[src/rtl/piso_shift_register.sv]
// Parallel-in/serial-out shift register with valid/ready load and valid/last serial qualifiers.
// Optional even-parity trailer bit when PISO_PARITY_EN is defined.
module piso_shift_register #(
   parameter int WIDTH     = 8,
   parameter bit MSB_FIRST = 1'b1
) (
   input  logic             clk,
   input  logic             rst_n,
   input  logic             load_valid_i,
   output logic             load_ready_o,
   input  logic [WIDTH-1:0] data_i,
   input  logic             ser_en_i,
   output logic             ser_o,
   output logic             ser_valid_o,
   output logic             ser_last_o,
   output logic             busy_o
);

`ifdef PISO_PARITY_EN
   localparam int FRAME_LEN = WIDTH + 1;
`else
   localparam int FRAME_LEN = WIDTH;
`endif
   localparam int CW = $clog2(WIDTH + 1);
   localparam logic [CW-1:0] LAST_CNT = CW'(FRAME_LEN - 1);

   typedef enum logic {S_IDLE, S_SHIFT} state_t;

   state_t           r_state, w_state_next;
   logic [WIDTH-1:0] r_shift, w_shift_next;
   logic [CW-1:0]    r_cnt, w_cnt_next;
   logic             r_ready, w_ready_next;
   logic             w_last;
   logic             w_data_bit;
`ifdef PISO_PARITY_EN
   logic             r_par, w_par_next;
`endif

   assign w_last     = (r_state == S_SHIFT) && (r_cnt == LAST_CNT);
   assign w_data_bit = MSB_FIRST ? r_shift[WIDTH-1] : r_shift[0];

   always_ff @(posedge clk) begin
      if (!rst_n) begin
         r_state <= S_IDLE;
         r_shift <= '0;
         r_cnt   <= '0;
         r_ready <= 1'b0;
`ifdef PISO_PARITY_EN
         r_par   <= 1'b0;
`endif
      end else begin
         r_state <= w_state_next;
         r_shift <= w_shift_next;
         r_cnt   <= w_cnt_next;
         r_ready <= w_ready_next;
`ifdef PISO_PARITY_EN
         r_par   <= w_par_next;
`endif
      end
   end

   always_comb begin
      w_state_next = r_state;
      w_shift_next = r_shift;
      w_cnt_next   = r_cnt;
      w_ready_next = r_ready;
`ifdef PISO_PARITY_EN
      w_par_next   = r_par;
`endif
      case (r_state)
         S_IDLE: begin
            if (load_valid_i && r_ready) begin
               w_state_next = S_SHIFT;
               w_shift_next = data_i;
               w_cnt_next   = '0;
               w_ready_next = 1'b0;
`ifdef PISO_PARITY_EN
               w_par_next   = ^data_i;
`endif
            end else begin
               w_ready_next = 1'b1;
            end
         end
         S_SHIFT: begin
            if (ser_en_i) begin
               // Zero fill: the register is empty once every data bit has left.
               if (MSB_FIRST) begin
                  w_shift_next = {r_shift[WIDTH-2:0], 1'b0};
               end else begin
                  w_shift_next = {1'b0, r_shift[WIDTH-1:1]};
               end
               if (w_last) begin
                  w_state_next = S_IDLE;
                  w_cnt_next   = '0;
                  w_ready_next = 1'b1;
               end else begin
                  w_cnt_next   = r_cnt + 1'b1;
               end
            end
         end
         default: begin
            w_state_next = S_IDLE;
         end
      endcase
   end

   assign load_ready_o = r_ready;
   assign ser_valid_o  = (r_state == S_SHIFT);
   assign busy_o       = (r_state == S_SHIFT);
   assign ser_last_o   = w_last;
`ifdef PISO_PARITY_EN
   assign ser_o        = (r_cnt == CW'(WIDTH)) ? r_par : w_data_bit;
`else
   assign ser_o        = w_data_bit;
`endif

endmodule

[config.mk]
export PLATFORM = sky130hd
export DESIGN_NAME = piso_shift_register
export DESIGN_NICKNAME = d
export VERILOG_FILES = /design/src/rtl/piso_shift_register.sv
export SDC_FILE = /design/constraint.sdc
export NUM_CORES = 1
export LEC_CHECK = 0
export CORE_UTILIZATION = 52
export DETAILED_ROUTE_END_ITERATION = 8
export DONT_BUFFER_PORTS = 1
export HOLD_SLACK_MARGIN = 0.02
export PLACE_DENSITY_LB_ADDON = 0.15
export SYNTH_ARGS = -nofsm -noshare
export SYNTH_HDL_FRONTEND = slang
export SYNTH_SLANG_ARGS = --single-unit
[constraint.sdc]
create_clock -name clk -period 1.09 [get_ports clk]
set_input_delay 0.218 -clock clk [delete_from_list [all_inputs] [get_ports clk]]
set_output_delay 0.218 -clock clk [all_outputs]
set_load 0.01 [all_outputs]
* Word level (Yosys, flattened, before mapping)
Cells that the tools add are included.
Widths: inputs -> output; s select.
** Word-level totals
- Register bits :: 14
- Bits of input ports :: 12
- Word-level logic and storage cells :: 29
** Cells by class
- Add/sub/neg operators :: 1
- Equal/unequal tests :: 4
- Mux-type cells :: 15
- Bitwise logic cells :: 1
- Reduce and logical (&&, ||, !) cells :: 4
** Operator list (count)
- $mux 8 :: 2
- $pmux 8 s2 :: 1
- $mux 4 :: 3
- $pmux 4 s2 :: 1
- $mux 1 :: 6
- $ne 2x2->1 const B :: 3
- $add 4x1->4 const B :: 1
- $eq 4x3->1 const B :: 1
- $pmux 1 s2 :: 2
- $reduce_and 2->1 :: 2
- $logic_and 1x1->1 :: 2
- $not 1->1 :: 1

* Depth between registers and ports, before layout
- Word-level depth :: 5
- Mapped depth :: 4
- Mapped depth without buffers :: 4

* Worst setup path before layout
No wires, ideal clock.
- Kind :: register -> register
- From :: reg r_state, in the netlist busy_o
- To :: reg r_cnt[3]
- Setup time :: 120 ps
- Arrival time :: 1049 ps
- Data required time :: 970 ps
- Path slack :: -79 ps
- Cell stages (with the launch flop) :: 5
- Buffers on the path :: 1
- Clock period less this slack :: 1169 ps
- Cells stage by stage :: dfxtp_1 and2_1 buf_6 and3_1 o31a_1
** Between the ends
- Longest elaborated chain between the ends :: 4
- Elaborated cells on any way between the ends :: 8
- Classes of those cells :: eq/ne: 2; mux: 3; bitwise: 1; reduce/logical: 2
** Ends and longest elaborated chain
- from (decl) :: line 29 : state_t r_state, w_state_next;
- from (signal assigned) :: line 52 : r_state <= w_state_next;
- $logic_and 1x1->1 :: line 39 : assign w_last = (r_state == S_SHIFT) && (r_cnt == LAST_CNT);
- $mux 4 :: line 92 : if (w_last) begin
- $mux 4 :: line 85 : if (ser_en_i) begin
- $pmux 4 s2 :: line 70 : case (r_state)
- to (signal assigned) :: line 54 : r_cnt <= w_cnt_next;
- to (decl) :: line 31 : logic [CW-1:0] r_cnt, w_cnt_next;
Parallel ways exist; a longest one is shown, timed or not. The select of a mux whose other input is x is not followed.
A chain may end at the register's enable or synchronous reset.

* Worst setup path in the final report
- From :: reg r_cnt[0]
- To :: out ser_last_o
** Between the ends
- Longest elaborated chain between the ends :: 2
** Ends and longest elaborated chain
- $eq 4x3->1 :: line 39
- $logic_and 1x1->1 :: line 39
- to (decl) :: line 15 : output logic ser_last_o,
No other way between the ends.

==> results.sh <==
export IMPL_cp_startpoint="r_cnt[0]"
export IMPL_endpoint_kind="output port"
export IMPL_via_count=642
export IMPL_ys_warn_count=0
export IMPL_crit_type="flop to output port"
export IMPL_status="complete, but fails checks"
export IMPL_cp_arrival_ns=1.15
export IMPL_violations="negative setup slack"
export IMPL_worstMarginPinSlew_ns=0.271
export IMPL_hpwl_mm=1.01
export IMPL_syn_cell_area_um2=697
export IMPL_dieWidth_um=38.6
export IMPL_hold_start="rst_n"
export IMPL_gp_congestion=0.701
export IMPL_grt_pass1_wl_mm=2.55
export IMPL_grt_pass1_vias=583
export IMPL_gr_usage_all_layers_pct=25.7
export IMPL_multi_input_area_um2=462
export IMPL_cts_made_buffers=3
export IMPL_h_tree_depth=1
export IMPL_diodes=0
export IMPL_setup_tns_ns=-1.55
export IMPL_cts_sinks=14
export IMPL_drc=0
export IMPL_power_density_nw_per_um2=1180
export IMPL_register_area_um2=289
export IMPL_wl_mm=1.87
export IMPL_rsz0062_at_grt="yes"
export IMPL_cts_tree="built"
export IMPL_crit_fanout=2
export IMPL_max_stage_delay_ns=0.36
export IMPL_drive_gt1_share_pct=42.9
export IMPL_io_buffers=0
export IMPL_antenna_found_initial=0
export IMPL_hold_path_class="input port to flop"
export IMPL_avgSynthCellArea_um2=9.55
export IMPL_fmax_mhz=734
export IMPL_crit_buf_inv=0
export IMPL_area_growth_pct=42.4
export IMPL_nets=105
export IMPL_clkLatencyLatePin_ns=0.28
export IMPL_coreArea_um2=1170
export IMPL_pre_cts_slack_ns=-0.0551
export IMPL_avgViaCountPerCell=6.11
export IMPL_syn_inst=73
export IMPL_synth_net_count=86
export IMPL_setup_viol=15
export IMPL_grt_max_degree=16
export IMPL_first_pass_iters=4
export IMPL_fillerInstances=62
export IMPL_avgRoutedWirePerCell_um=17.8
export IMPL_maxSlewViolCount=0
export IMPL_drt_iter0_drc=17
export IMPL_root_buffer="clkbuf_4"
export IMPL_critical_path_top_delay_family="flip-flops"
export IMPL_gr_total_overflow=0
export IMPL_crit_chain="ha_4 -> and3b_2 -> and2_4"
export IMPL_fp_dieArea_um2=1490
export IMPL_dpl_cell_count=91
export IMPL_layoutNonFillerInstCount=105
export IMPL_ir_worst_vdd_v=0.000898
export IMPL_cp_start_kind="flop"
export IMPL_cp_slowest_cell="dfxtp_4"
export IMPL_start_util_pct=59.5
export IMPL_most_common_layout_cells="dfxtp_1 (11), buf_4 (8), mux2i_1 (7), o211a_1 (7), buf_6 (7)"
export IMPL_reg2reg_from="r_cnt[0]"
export IMPL_rows=12
export IMPL_synth_distinct_cells=26
export IMPL_period_minus_slack_ns=1.36
export IMPL_fin_ws_ns=-0.273
export IMPL_hold_violations=0
export IMPL_fin_crit_sh_pct=125
export IMPL_relSlewSlack_pct=81.9
export IMPL_die_y_um=38.6
export IMPL_ys_ff_latch=14
export IMPL_max_cap_viol_count=0
export IMPL_required_ns=0.87
export IMPL_clockBufferDepth=2
export IMPL_clk_pin_slew_ns=0.09
export IMPL_skew_ns=0.00384
export IMPL_ant_nets=0
export IMPL_ios=17
export IMPL_seq_area_frac_synth_pct=40.2
export IMPL_layout_commonest_cell="dfxtp_1"
export IMPL_p_leak_nw=0.456
==> routing by layer <==
metal	wire [µm]	global-route usage, %	vias to the layer above
met4	0	7.76	0
met3	38	5.20	0
met2	997	42.5	11
met1	834	33.5	318
li1	-	-	313
met5	0	0	-
==> what timing repair did <==
item	4_1_cts	5_1_grt
pin swaps	7	7
cloned	0	1
buffers inserted	6	5
gates resized for setup	13	18
endpoints found under the hold margin	1	0
endpoints found under the setup margin	13	13
hold buffers	1	0
==> power by group <==
part | leakage (nW) | internal (mW) | switching (mW)
clock network | 0.0210 | 0.203 | 0.170
logic | 0.318 | 0.122 | 0.105
registers | 0.117 | 0.548 | 0.0271
==> stage by stage <==
stage	hold slack (ns)	total power [mW]	utilization (%)	cell area [µm²]
2_1_floorplan	0.295	0.704	-	721
3_3_place_gp	0.296	0.734	65.8	771
3_5_place_dp	0.299	0.738	65.8	771
4_1_cts	0.0351	1.12	76.4	895
5_1_grt	0.0396	1.22	84.7	992
6_report	0.0405	1.17	84.7	992
==> registers in the layout, indices dropped and copies added, names as in the netlist <==
signal	flops
r_shift	8
r_cnt	4
busy_o	1
load_ready_o	1
==> layout make-up <==
class | count | share of cell area, %
Timing Repair Buffer | 18 | 18.5
Inverter | 1 | 0.378
Multi-Input combinational cell | 54 | 46.5
Clock buffer | 4 | 3.66
Sequential cell | 14 | 29.1
Tap cell | 14 | 1.77
==> synth_stat cells <==
| master | number | share of area [%] |
|---|---|---|
| buf_4 | 2 | 2.2 |
| and3b_1 | 2 | 2.5 |
| nand3b_1 | 3 | 3.2 |
| buf_2 | 1 | 0.72 |
| dfxtp_1 | 14 | 40 |
| and2_1 | 2 | 1.8 |
| a21oi_1 | 2 | 1.4 |
| o22ai_1 | 2 | 1.8 |
| o21ai_0 | 7 | 5.0 |
| or3_1 | 1 | 0.90 |
| o21ai_1 | 1 | 0.72 |
| ha_1 | 1 | 1.8 |
| nand3_1 | 4 | 2.9 |
| nand2_1 | 6 | 3.2 |
| a21o_1 | 1 | 1.1 |
| mux2i_1 | 7 | 10 |
| inv_1 | 1 | 0.54 |
| a31oi_1 | 1 | 0.90 |
| buf_6 | 1 | 1.6 |
| clkbuf_1 | 1 | 0.54 |
| and3_1 | 2 | 1.8 |
| nor3_1 | 1 | 0.72 |
| o31a_1 | 1 | 1.3 |
| o211a_1 | 7 | 10 |
| a2111oi_2 | 1 | 2.2 |
| nand2b_1 | 1 | 0.90 |
==> path summary, 6_finish.rpt <==
path	slack, ns	depth (start not counted)	endpoint
hold / removal	0.04	2	busy_o
setup reg to reg	-0.24	7	load_ready_o
setup / recovery	-0.27	3	ser_last_o
hold reg to reg	0.47	2	r_shift[0]
==> cells by family after synthesis <==
kind of cell / synth area share (%)
AOI/OAI and AO/OA: 24.4
DFF: 40.2
and+or+nand+nor: 18.0
adders and majority gates: 1.80
buffers and inverters: 5.56
muxes: 10.1
Note: power is estimated with default switching activity, not from simulation.
